**src/rtl/alu_mp_ctrl_pkg.sv**
```systemverilog
// Shared encodings for the multi-precision ALU sequencer: FSM states and opcode fields.
package alu_mp_ctrl_pkg;

  typedef enum logic [1:0] {
    S_IDLE = 2'd0,
    S_RUN  = 2'd1,
    S_DONE = 2'd2
  } state_t;

  // Op[2] set selects a logic operation; logic ops break the carry chain.
  localparam int         OP_LOGIC_BIT = 2;
  localparam logic [2:0] OP_ADD       = 3'b000;
  localparam logic [2:0] OP_SUB       = 3'b001;
  localparam logic [2:0] OP_INC       = 3'b010;
  localparam logic [2:0] OP_DEC       = 3'b011;
  localparam logic [2:0] OP_AND       = 3'b100;
  localparam logic [2:0] OP_OR        = 3'b101;
  localparam logic [2:0] OP_XOR       = 3'b110;
  localparam logic [2:0] OP_NOR       = 3'b111;

endpackage

```
**src/rtl/alu_mp_ctrl_alu.sv**
```systemverilog
// The existing 4-bit ALU: purely combinational, one nibble with carry-in.
module alu
  import alu_mp_ctrl_pkg::*;
(
  input  logic [3:0] A,
  input  logic [3:0] B,
  input  logic       c_in,
  input  logic [2:0] Op,
  output logic [3:0] R,
  output logic       carry,
  output logic       zero,
  output logic       sign
);

  logic [4:0] sum;

  always_comb begin
    sum   = '0;
    R     = '0;
    carry = 1'b0;
    case (Op)
      OP_ADD: sum = {1'b0, A} + {1'b0, B} + {4'b0, c_in};
      OP_SUB: sum = {1'b0, A} + {1'b0, ~B} + {4'b0, c_in};
      OP_INC: sum = {1'b0, A} + {4'b0, c_in};
      OP_DEC: sum = {1'b0, A} + 5'h0f + {4'b0, c_in};
      default: sum = '0;
    endcase
    case (Op)
      OP_AND:  R = A & B;
      OP_OR:   R = A | B;
      OP_XOR:  R = A ^ B;
      OP_NOR:  R = ~(A | B);
      default: begin
        R     = sum[3:0];
        carry = sum[4];
      end
    endcase
    zero = (R == 4'h0);
    sign = R[3];
  end

endmodule

```
**src/rtl/alu_mp_ctrl.sv**
```systemverilog
// Runs a W-bit operation through one 4-bit alu, LS nibble first, chaining carry and zero.
module alu_mp_ctrl
  import alu_mp_ctrl_pkg::*;
#(
  parameter int NIBBLES = 2,
  localparam int W = 4 * NIBBLES
) (
  input  logic         clk,
  input  logic         reset,
  input  logic         start,
  input  logic [2:0]   Op,
  input  logic         c_in,
  input  logic [W-1:0] A,
  input  logic [W-1:0] B,
  output logic         busy,
  output logic         done,
  output logic [W-1:0] R,
  output logic         zero,
  output logic         carry,
  output logic         sign,
  output state_t       state
);

  localparam int IW = (NIBBLES > 1) ? $clog2(NIBBLES) : 1;
  localparam logic [IW-1:0] LAST = IW'(NIBBLES - 1);

  // Handshake: start is taken only while idle; done pulses for one cycle with
  // R and flags already valid, and busy covers acceptance+1 through done.
  logic [W-1:0]  a_q, b_q, work, work_next;
  logic [2:0]    op_q;
  logic [IW-1:0] idx;
  logic          cc, za, cc_next;
  logic [3:0]    a_nib, b_nib, alu_r;
  logic          alu_carry, alu_zero, alu_sign;

  always_comb begin
    a_nib     = '0;
    b_nib     = '0;
    work_next = work;
    for (int i = 0; i < NIBBLES; i++) begin
      if (idx == IW'(i)) begin
        a_nib            = a_q[4*i +: 4];
        b_nib            = b_q[4*i +: 4];
        work_next[4*i +: 4] = alu_r;
      end
    end
    cc_next = op_q[OP_LOGIC_BIT] ? 1'b0 : alu_carry;
  end

  alu u_alu (
    .A     (a_nib),
    .B     (b_nib),
    .c_in  (cc),
    .Op    (op_q),
    .R     (alu_r),
    .carry (alu_carry),
    .zero  (alu_zero),
    .sign  (alu_sign)
  );

  always_ff @(posedge clk) begin
    if (reset) begin
      state <= S_IDLE;
      a_q   <= '0;
      b_q   <= '0;
      op_q  <= '0;
      idx   <= '0;
      cc    <= 1'b0;
      za    <= 1'b0;
      work  <= '0;
      R     <= '0;
      zero  <= 1'b0;
      carry <= 1'b0;
      sign  <= 1'b0;
      busy  <= 1'b0;
      done  <= 1'b0;
    end else begin
      done <= 1'b0;
      case (state)
        S_IDLE: begin
          if (start) begin
            a_q   <= A;
            b_q   <= B;
            op_q  <= Op;
            idx   <= '0;
            cc    <= c_in;
            za    <= 1'b1;
            busy  <= 1'b1;
            state <= S_RUN;
          end
        end
        S_RUN: begin
          work <= work_next;
          cc   <= cc_next;
          za   <= za & alu_zero;
          idx  <= idx + 1'b1;
          // Results are published on the edge into DONE so they are valid with done.
          if (idx == LAST) begin
            R     <= work_next;
            zero  <= za & alu_zero;
            carry <= cc_next;
            sign  <= alu_sign;
            done  <= 1'b1;
            state <= S_DONE;
          end
        end
        S_DONE: begin
          busy  <= 1'b0;
          state <= S_IDLE;
        end
        default: state <= S_IDLE;
      endcase
    end
  end

endmodule

```
**config.mk**
```make
export PLATFORM = sky130hd
export DESIGN_NAME = alu_mp_ctrl
export DESIGN_NICKNAME = d
export VERILOG_FILES = /design/src/rtl/alu_mp_ctrl_pkg.sv /design/src/rtl/alu_mp_ctrl_alu.sv /design/src/rtl/alu_mp_ctrl.sv
export SDC_FILE = /design/constraint.sdc
export NUM_CORES = 1
export LEC_CHECK = 0
export ABC_CLOCK_PERIOD_IN_PS = 3280
export BUFFER_PORTS_ARGS = -buffer_cell sky130_fd_sc_hd__buf_4
export CAP_MARGIN = 20
export CORE_MARGIN = 1
export CORE_UTILIZATION = 56
export CTS_CLUSTER_DIAMETER = 120
export DETAILED_ROUTE_END_ITERATION = 7
export PLACE_DENSITY = 0.89
export SYNTH_ARGS = -nofsm -noshare
export SYNTH_HDL_FRONTEND = slang
export SYNTH_SLANG_ARGS = --single-unit
```
**constraint.sdc**
```tcl
create_clock -name clk -period 3.28 [get_ports clk]
set_input_delay 0 -clock clk [delete_from_list [all_inputs] [get_ports clk]]
set_output_delay 0 -clock clk [all_outputs]
set_load 0.005 [all_outputs]
```
* Word-level counts from Yosys, hierarchy flattened
Cells that the tools add are included.
** Operators by class
- $mul :: 0
- Shift-type cells :: 0
- $lt $le $gt $ge :: 0
- Reduce and logical (&&, ||, !) cells :: 12
- Mux-type cells :: 19
- Equal/unequal tests :: 11
- Bitwise gates (word level) :: 7
- Add/subtract/negate cells :: 8
- Div/mod/pow operators :: 0
** Operator list (number)
- 5-bit one-hot mux with 4 select lines :: 1
- 4-bit two-way mux :: 4
- 4-bit one-hot mux with 4 select lines :: 1
- 5-bit by 1-bit adder with 5-bit output :: 3
- 3-bit == test, second input constant :: 4
- 4-bit by 4-bit adder with 5-bit output :: 2
- 2-bit AND reduction :: 5
- 4-bit inverter :: 2
- 1-bit one-hot mux with 2 select lines :: 4
- 3-bit by 2-bit == test with 1-bit output, second input constant :: 2
- 1-bit two-way mux :: 6
- 4-bit by 1-bit adder with 5-bit output :: 1
- 4-bit by 4-bit adder with 5-bit output, second input constant :: 1
- 4-bit AND :: 1
- 4-bit zero test :: 1
- 2-bit two-way mux :: 2
- 2-bit inequality test, second input constant :: 2
- 4-bit bitwise OR :: 1
- 2-bit one-hot mux with 2 select lines :: 1
- 2-bit nonzero test :: 2
- 4-bit OR reduction :: 1
- 4-bit bitwise XOR :: 1
- 3-bit by 1-bit == test with 1-bit output, second input constant :: 1
- 3-bit zero test :: 1
- other kinds (7) :: 7
** Storage, ports and cells
- Bits in registers :: 45
- Logic and storage cells :: 71
- Latch bits :: 0
- Output and inout port bits :: 15
- Bits in writable memories :: 0
- Memories :: 0
- Bits in read-only memories :: 0

* Logic depth before layout (Yosys ltp)
Gate-level depths: netlist of the first run.
- Word-level depth :: 9
- Depth in mapped cells :: 12
- Mapped depth without buffers :: 10

* Modules after synthesis
Synthesis of the first run repeated with hierarchy kept, for this count alone.
** Second synthesis, totals
- Cell total of the unflattened synthesis :: 263
- Area total of the unflattened synthesis :: 2344.7 um^2
** Modules (own cells, without submodules)
- alu_mp_ctrl :: sequential area each 820.8 um^2, cells each 158, instances 1, area an instance 1536.5 um^2
- alu :: sequential area each 0.0 um^2, cells each 105, instances 1, area an instance 808.3 um^2

* Worst setup path after synthesis of the first run
No wires, ideal clock.
- Path kind :: flip-flop to flip-flop
- Start point :: register idx
- End point :: register R[5]
- Setup time :: 0.058 ns
- Setup slack :: 0.419 ns
- Cell stages (with the launch flop) :: 13
- Data arrival time :: 2.804 ns
- Path buffers :: 2
- Cell sequence :: dfxtp_1 buf_6 buf_2 mux2i_1 fa_1 inv_1 fa_1 inv_1 mux4_2 nor2_1 a21oi_1 a21oi_1 o21a_1
** Between the ends
- Cells in the longest elaborated chain, start to end :: 7
- Elaborated cells between the ends (all ways) :: 18
** RTL lines
- start, declared :: line alu_mp_ctrl.sv:31 : logic [IW-1:0] idx;
- start signal, assigned :: line alu_mp_ctrl.sv:96 : idx <= idx + 1'b1;
- 4-bit two-way mux :: line alu_mp_ctrl.sv:41 : if (idx == IW'(i)) begin
- 4-bit inverter :: line alu_mp_ctrl_alu.sv:23 : OP_SUB: sum = {1'b0, A} + {1'b0, ~B} + {4'b0, c_in};
- 4-bit by 4-bit adder with 5-bit output :: line alu_mp_ctrl_alu.sv:23
- 5-bit by 1-bit adder with 5-bit output :: line alu_mp_ctrl_alu.sv:23
- 5-bit one-hot mux with 4 select lines :: line alu_mp_ctrl_alu.sv:21 : case (Op)
- 4-bit one-hot mux with 4 select lines :: line alu_mp_ctrl_alu.sv:28 : case (Op)
- 4-bit two-way mux :: line alu_mp_ctrl.sv:41
- end signal, assigned :: line alu_mp_ctrl.sv:99 : R <= work_next;
- end, declared :: line alu_mp_ctrl.sv:17 : output logic [W-1:0] R,
Several ways; a longest one is shown, not always the timed one.
A chain may end at the register's enable or synchronous reset.

* Final worst setup path of the first run
- Start point :: register idx
- End point :: register zero
** Between the ends
- Cells in the longest elaborated chain, start to end :: 8
- Elaborated cells between the ends (all ways) :: 19
** RTL lines
- 4-bit two-way mux :: line alu_mp_ctrl.sv:41
- 4-bit inverter :: line alu_mp_ctrl_alu.sv:23
- 4-bit by 4-bit adder with 5-bit output :: line alu_mp_ctrl_alu.sv:23
- 5-bit by 1-bit adder with 5-bit output :: line alu_mp_ctrl_alu.sv:23
- 5-bit one-hot mux with 4 select lines :: line alu_mp_ctrl_alu.sv:21
- 4-bit one-hot mux with 4 select lines :: line alu_mp_ctrl_alu.sv:28
- 4-bit zero test :: line alu_mp_ctrl_alu.sv:38 : zero = (R == 4'h0);
- 1-bit AND :: line alu_mp_ctrl.sv:100 : zero <= za & alu_zero;
- end signal, assigned :: line alu_mp_ctrl.sv:100
- end, declared :: line alu_mp_ctrl.sv:18 : output logic zero,
Several ways; a longest one is shown, not always the timed one.

==> reports/metrics.cfg, run 1 <==
[critical_path]
cp_slowest_stage_delay_ps = 410
crit_family = compound AO/OA/AOI/OAI gates
cp_max_fo = 19
cp-start-kind = register
rrSetupSlack_ps = 490
worstPathArrival_ps = 2990
cpMostUsedCell = a21oi_1
crit_chain = buf_4 -> mux2i_1 -> inv_1 -> ha_1 -> a21oi_1 -> a21oi_1 -> a31oi_1 -> xor2_1 -> a221oi_1 -> o41ai_1
cp_num_cells = 10
cp.required_ps = 3480
r2r_cells = 10
slowest_stage = mux2i_1
crit_buf_inv = 2
crit_path_end_kind = register
critPathKind = register to register

[floorplan]
start_util_pct = 58.6
die_w_um = 66.7
coreArea_um2 = 4000
ios = 38
die_h_um = 66.7
num_rows = 23
die-area_um2 = 4450

[clock_network]
cts_root_buf = clkbuf_8
cts_resized = 0
cts.clk_slew.worst_paths_ps = 90
cts_tree = yes
clock_latency_ps = 300
max-clock-path-buffers = 2
cts_buffers = 5
htreeDepth = 2
cts.sinks = 41

[placement]
dp_hpwl_um = 4010
gp_congestion = 0.911
dp_cells = 361
port_buffers = 37

[synth]
synth_common_cells = nand2_1 (58), dfxtp_1 (41), a21oi_1 (39), inv_1 (20), ha_1 (15)
synth_fp_nets = 332
ys_top_cells_by_area = dfxtp_1 (35%), nand2_1 (9.3%), a21oi_1 (8.3%), ha_1 (8.0%), mux2i_1 (5.1%)
synth-compound-area-share_pct = 17.7
synth_area_leader_cell = dfxtp_1
synth_most_common_cell = nand2_1
ys_warn_count = 0
synth-xor-area-share_pct = 2.99
ys_types = 44
synth_ff_type = dfxtp_1
yosysSeqAreaShare_pct = 35.0
synth-edff-count = 0
ys_ff_latch = 41
netlist_area_um2 = 2340
syn_inst = 290
synth_top_family_by_area = simple AND/OR/NAND/NOR gates
async_flop_share_pct = 0
synth-simple-area-share_pct = 19.5
syn_avg_cell_area_um2 = 8.08
synth_fa_ha_area_share_pct = 11.4
netlist.area_leader.share_pct = 35.0
yosys-mux-area-fraction_pct = 6.57

[grt]
grt_pass1_vias = 2103
grt_usage_pct = 31.2
grt_remaining_overflow = 0
grt_pass1_wl_um = 10300
grt_max_degree = 44
grt_antenna_before_repair = 0

[detailed_routing]
vias_per_cell = 5.74
drt_pass1_iterations = 5
finalWirelength_um = 6050
drc_errors = 0
antenna_left = 0
drt_iter0_drc = 141
wl_per_cell_um = 15.6
vias = 2228

[pwr]
power_density_nw_per_um2 = 414
p_int_mw = 0.827
clkPwrFrac_pct = 29.1
power_frac_seq_pct = 46.5
vdd_ir_drop_max_mv = 0.348
swShare_pct = 31.4
combPwrFrac_pct = 24.4
p_leak_nw = 1.26
p_switching_mw = 0.378

[finish]
finalNonFillerCells = 388
area.sequential_um2 = 821
drive_above_1_share_pct = 15.4
multi_input_area_um2 = 1360
fillers = 296
nets = 379
num_antenna_cells = 0
postLayoutCoreUtil_pct = 72.7
area_delta_synth_final_pct = 24.1

[sta]
rsz0062_at_grt = false
timing.final.crit_share_pct = 85.2
worst_pin_slew_ps = 820
timing.fmax_mhz = 358
tns_ps = 0
finalCriticalPeriod_ps = 2790
finalSetupViolations = 0
max-slew-margin-rel_pct = 45.3
fin_skew_ps = 11.0
finalHoldWorstSlack_ps = 58.7
hold_viol_final = 0
slew_violations = 0

[run]
max_cap_viol_count = 0

[outcome]
status = completed

[min_path]
min_delay_path_depth = 3
min_path_type = primary input to register

## worst min-delay path: cells and delay by family
kind	cells	cell delay, ps
buffers and inverters	1	80
AOI/OAI and AO/OA	2	230
## flip-flops by register name, indices dropped and copies added (netlist names)
register  flops
done          1
a_q           8
za            1
op_q          3
busy          1
R             8
work          4
b_q           8
zero          1
idx           1
sign          1
state         2
carry         1
cc            1
## final timing paths
check / end / from
min reg2reg: R[3] / work[3]
max reg2reg: zero / idx
max: zero / idx
min: cc / c_in
## power by group through the flow
stage	registers, mW	logic (mW)	clock network, mW
6_report	0.561	0.294	0.350
5_1_grt	0.565	0.327	0.372
4_1_cts	0.559	0.287	0.349
3_5_place_dp	0.570	0.266	0
3_3_place_gp	0.569	0.259	0
2_1_floorplan	0.552	0.200	0
## cell usage in the layout (no fill, tap or decap), types with 5 or more instances in the layout
| cell | n |
|---|---|
| inv_1 | 20 |
| nor2b_1 | 5 |
| mux2i_1 | 12 |
| xor2_1 | 5 |
| nor2_1 | 13 |
| dlygate4sd3_1 | 19 |
| nand3_1 | 5 |
| clkbuf_8 | 6 |
| a21oi_1 | 39 |
| dfxtp_1 | 41 |
| o21ai_0 | 6 |
| nand2_1 | 58 |
| buf_4 | 40 |
| ha_1 | 15 |
| nand3b_1 | 6 |
## what timing repair did
item / in CTS / in global routing
endpoints found under the setup margin: 0 / 0
hold buffers: 19 / 0
setup buffers: 0 / 0
hold endpoints to repair: 19 / 0
## layer usage
metal  global-route usage, %  up-vias  part of all wire, %
met5                       0        -                    0
met3                    6.34       16                  6.6
li1                        -     1085                    -
met2                    49.9      104                   48
met1                    40.6     1023                   42
met4                    12.8        0                  3.0
## kinds of logic after synthesis
kind of cell               count (synthesis)
muxes                                     14
DFF                                       41
xor gates and xnor gates                   8
adders and majority gates                 19
and+or+nand+nor                          101
AOI/OAI and AO/OA                         68
buffers and inverters                     39
## metrics by stage
step	cell area [um^2]	power, mW	setup WS [ps]
6_report	2910	1.21	486
5_1_grt	2910	1.26	282
4_1_cts	2910	1.20	533
3_5_place_dp	2620	0.836	574
3_3_place_gp	2620	0.828	667
2_1_floorplan	2340	0.752	419
## area by class of cell
type                       count  share of cell area [%]
clock buffer                   6                    2.84
multi-input combinational    210                    46.9
sequential                    41                    28.2
clock inverter                 2                   0.473
timing repair buffer          59                    16.9
inverter                      20                    2.58
tap                           50                    2.15
Note: power is estimated with default switching activity, not from simulation.
==> run 2, diff against run 1 <==
- CORE_UTILIZATION: 56 -> 31
- MAX_ROUTING_LAYER: default -> met4
- PLACE_DENSITY: 0.89 -> 0.59
==> reports/metrics.cfg, run 2 (same netlist as run 1, synthesis figures left out) <==
[outcome]
status = completed

[sta]
finalHoldWorstSlack_ps = 34.0  ; -24.7 ps
timing.final.crit_share_pct = 86.9  ; +1.7 points
hold_viol_final = 0  ; unchanged
slew_violations = 0  ; unchanged
fin_ws_ps = 430  ; -56.1 ps
finalCriticalPeriod_ps = 2850  ; +56.1 ps
timing.fmax_mhz = 351  ; -2.0%
max-slew-margin-rel_pct = 47.1  ; +1.8 points
worst_pin_slew_ps = 792  ; -28.8 ps
fin_skew_ps = 6.54  ; -4.45 ps
finalSetupViolations = 0  ; unchanged
rsz0062_at_grt = false
tns_ps = 0  ; unchanged

[pwr]
power.total_mw = 1.26  ; +4.7%
p_leak_nw = 1.26  ; +0.31%
vdd_ir_drop_max_mv = 0.246  ; -29%
power_density_nw_per_um2 = 423  ; +2.1%

[clock_network]
cts_root_buf = clkbuf_8
htreeDepth = 2  ; unchanged
clock_latency_ps = 300  ; about the same
cts_buffers = 5  ; unchanged
cts.sinks = 41  ; unchanged
cts.clk_slew.worst_paths_ps = 80  ; about the same
cts_tree = yes
max-clock-path-buffers = 2  ; unchanged

[detailed_routing]
vias_per_cell = 4.81  ; -16%
drt_pass1_iterations = 4  ; -1
antenna_left = 0  ; unchanged
drt_iter0_drc = 78  ; -45%
drc_errors = 0  ; unchanged
wl_per_cell_um = 12.5  ; -20%
finalWirelength_um = 5450  ; -9.9%
vias = 2095  ; -6.0%

[floorplan]
start_util_pct = 32.1  ; -26 points
die_h_um = 88.9  ; +33%
coreArea_um2 = 7290  ; +82%
die-area_um2 = 7910  ; +78%
ios = 38  ; unchanged
num_rows = 31  ; +35%
die_w_um = 88.9  ; +33%

[finish]
area_delta_synth_final_pct = 27.3
layout_common_cells = nand2_1 (58), dfxtp_1 (41), a21oi_1 (39), buf_4 (39), inv_1 (20)
finalNonFillerCells = 436  ; +12%
nets = 378  ; -0.26%
top_regs = R: 8 flops, a_q: 8 flops, b_q: 8 flops
mostFrequentLayoutCell = nand2_1
num_antenna_cells = 0  ; unchanged
drive_above_1_share_pct = 14.8  ; -0.55 points

[critical_path]
worstPathArrival_ps = 3050  ; +60 ps
cp_max_fo = 7  ; -12
cp_slowest_stage_delay_ps = 460  ; +50 ps
crit_path_end_kind = register
critPathKind = register to register
slowest_stage = dfxtp_1
cp.required_ps = 3480  ; about the same
cp-start-kind = register
crit_chain = mux2i_1 -> inv_1 -> fa_1 -> fa_1 -> mux2i_1 -> or4_1 -> nand4_1 -> o41ai_1

[grt]
grt_pass1_wl_um = 9160  ; -11%
grt_max_degree = 44  ; unchanged
grt_remaining_overflow = 0  ; unchanged
grt_usage_pct = 15.3  ; -16 points
grt_antenna_before_repair = 0  ; unchanged
grt_pass1_vias = 1969  ; -6.4%

[placement]
port_buffers = 37  ; unchanged
dp_slack_ps = 454  ; -120 ps
dp_cells = 409  ; +13%
dp_hpwl_um = 3990  ; -0.54%
gp_congestion = 0.889  ; -2.4%

[min_path]
min_path_type = primary input to register

[run]
max_cap_viol_count = 0  ; unchanged

==> run 2: cell type report <==
class / instances / area (um^2)
clock inverter: 1 / 30.0
clock buffer: 7 / 86.3
sequential: 41 / 821
multi-input combinational: 210 / 1360
fill: 785 / 4310
timing repair buffer: 58 / 483
inverter: 20 / 75.1
tap: 99 / 124
==> run 2: final timing paths <==
check	cells past startpoint	slack, ps	start	end
worst max-delay path	8	430	idx	zero
worst min-delay path	3	30	c_in	cc
worst min register to register	2	460	R[4]	R[4]
worst max register to register	8	430	idx	zero
==> run 2: critical path: cells and delay by family (launching register included) <==
| kind | cells | cell delay (ps) |
|---|---|---|
| fa+ha+maj | 2 | 890 |
| buf+inv | 1 | 130 |
| simple gates | 2 | 350 |
| compound gates | 1 | 390 |
| flops | 1 | 460 |
| mux | 2 | 540 |
==> run 2: power breakdown <==
group,total (mW),internal [mW],switching [mW]
registers,0.557,0.526,0.0315
logic,0.279,0.129,0.150
clock network,0.425,0.248,0.177
==> run 2: stage by stage <==
stage	cell area (um^2)	utilization (%)
2_1_floorplan	2340	-
3_3_place_gp	2680	36.7
3_5_place_dp	2680	36.7
4_1_cts	2980	40.9
5_1_grt	2980	40.9
6_report	2980	40.9
==> run 2: per-layer routing <==
layer	global-route usage, %	wire length, um
met5	-	0
met4	5.48	106
met3	2.31	97
met2	24.3	2510
met1	20.0	2740
==> run 2: what timing repair did <==
action / 4_1_cts / 5_1_grt
gates resized for setup: 0 / 0
endpoints found under the setup margin: 0 / 0
hold endpoints to repair: 19 / 0
hold buffers: 19 / 0
setup buffers: 0 / 0
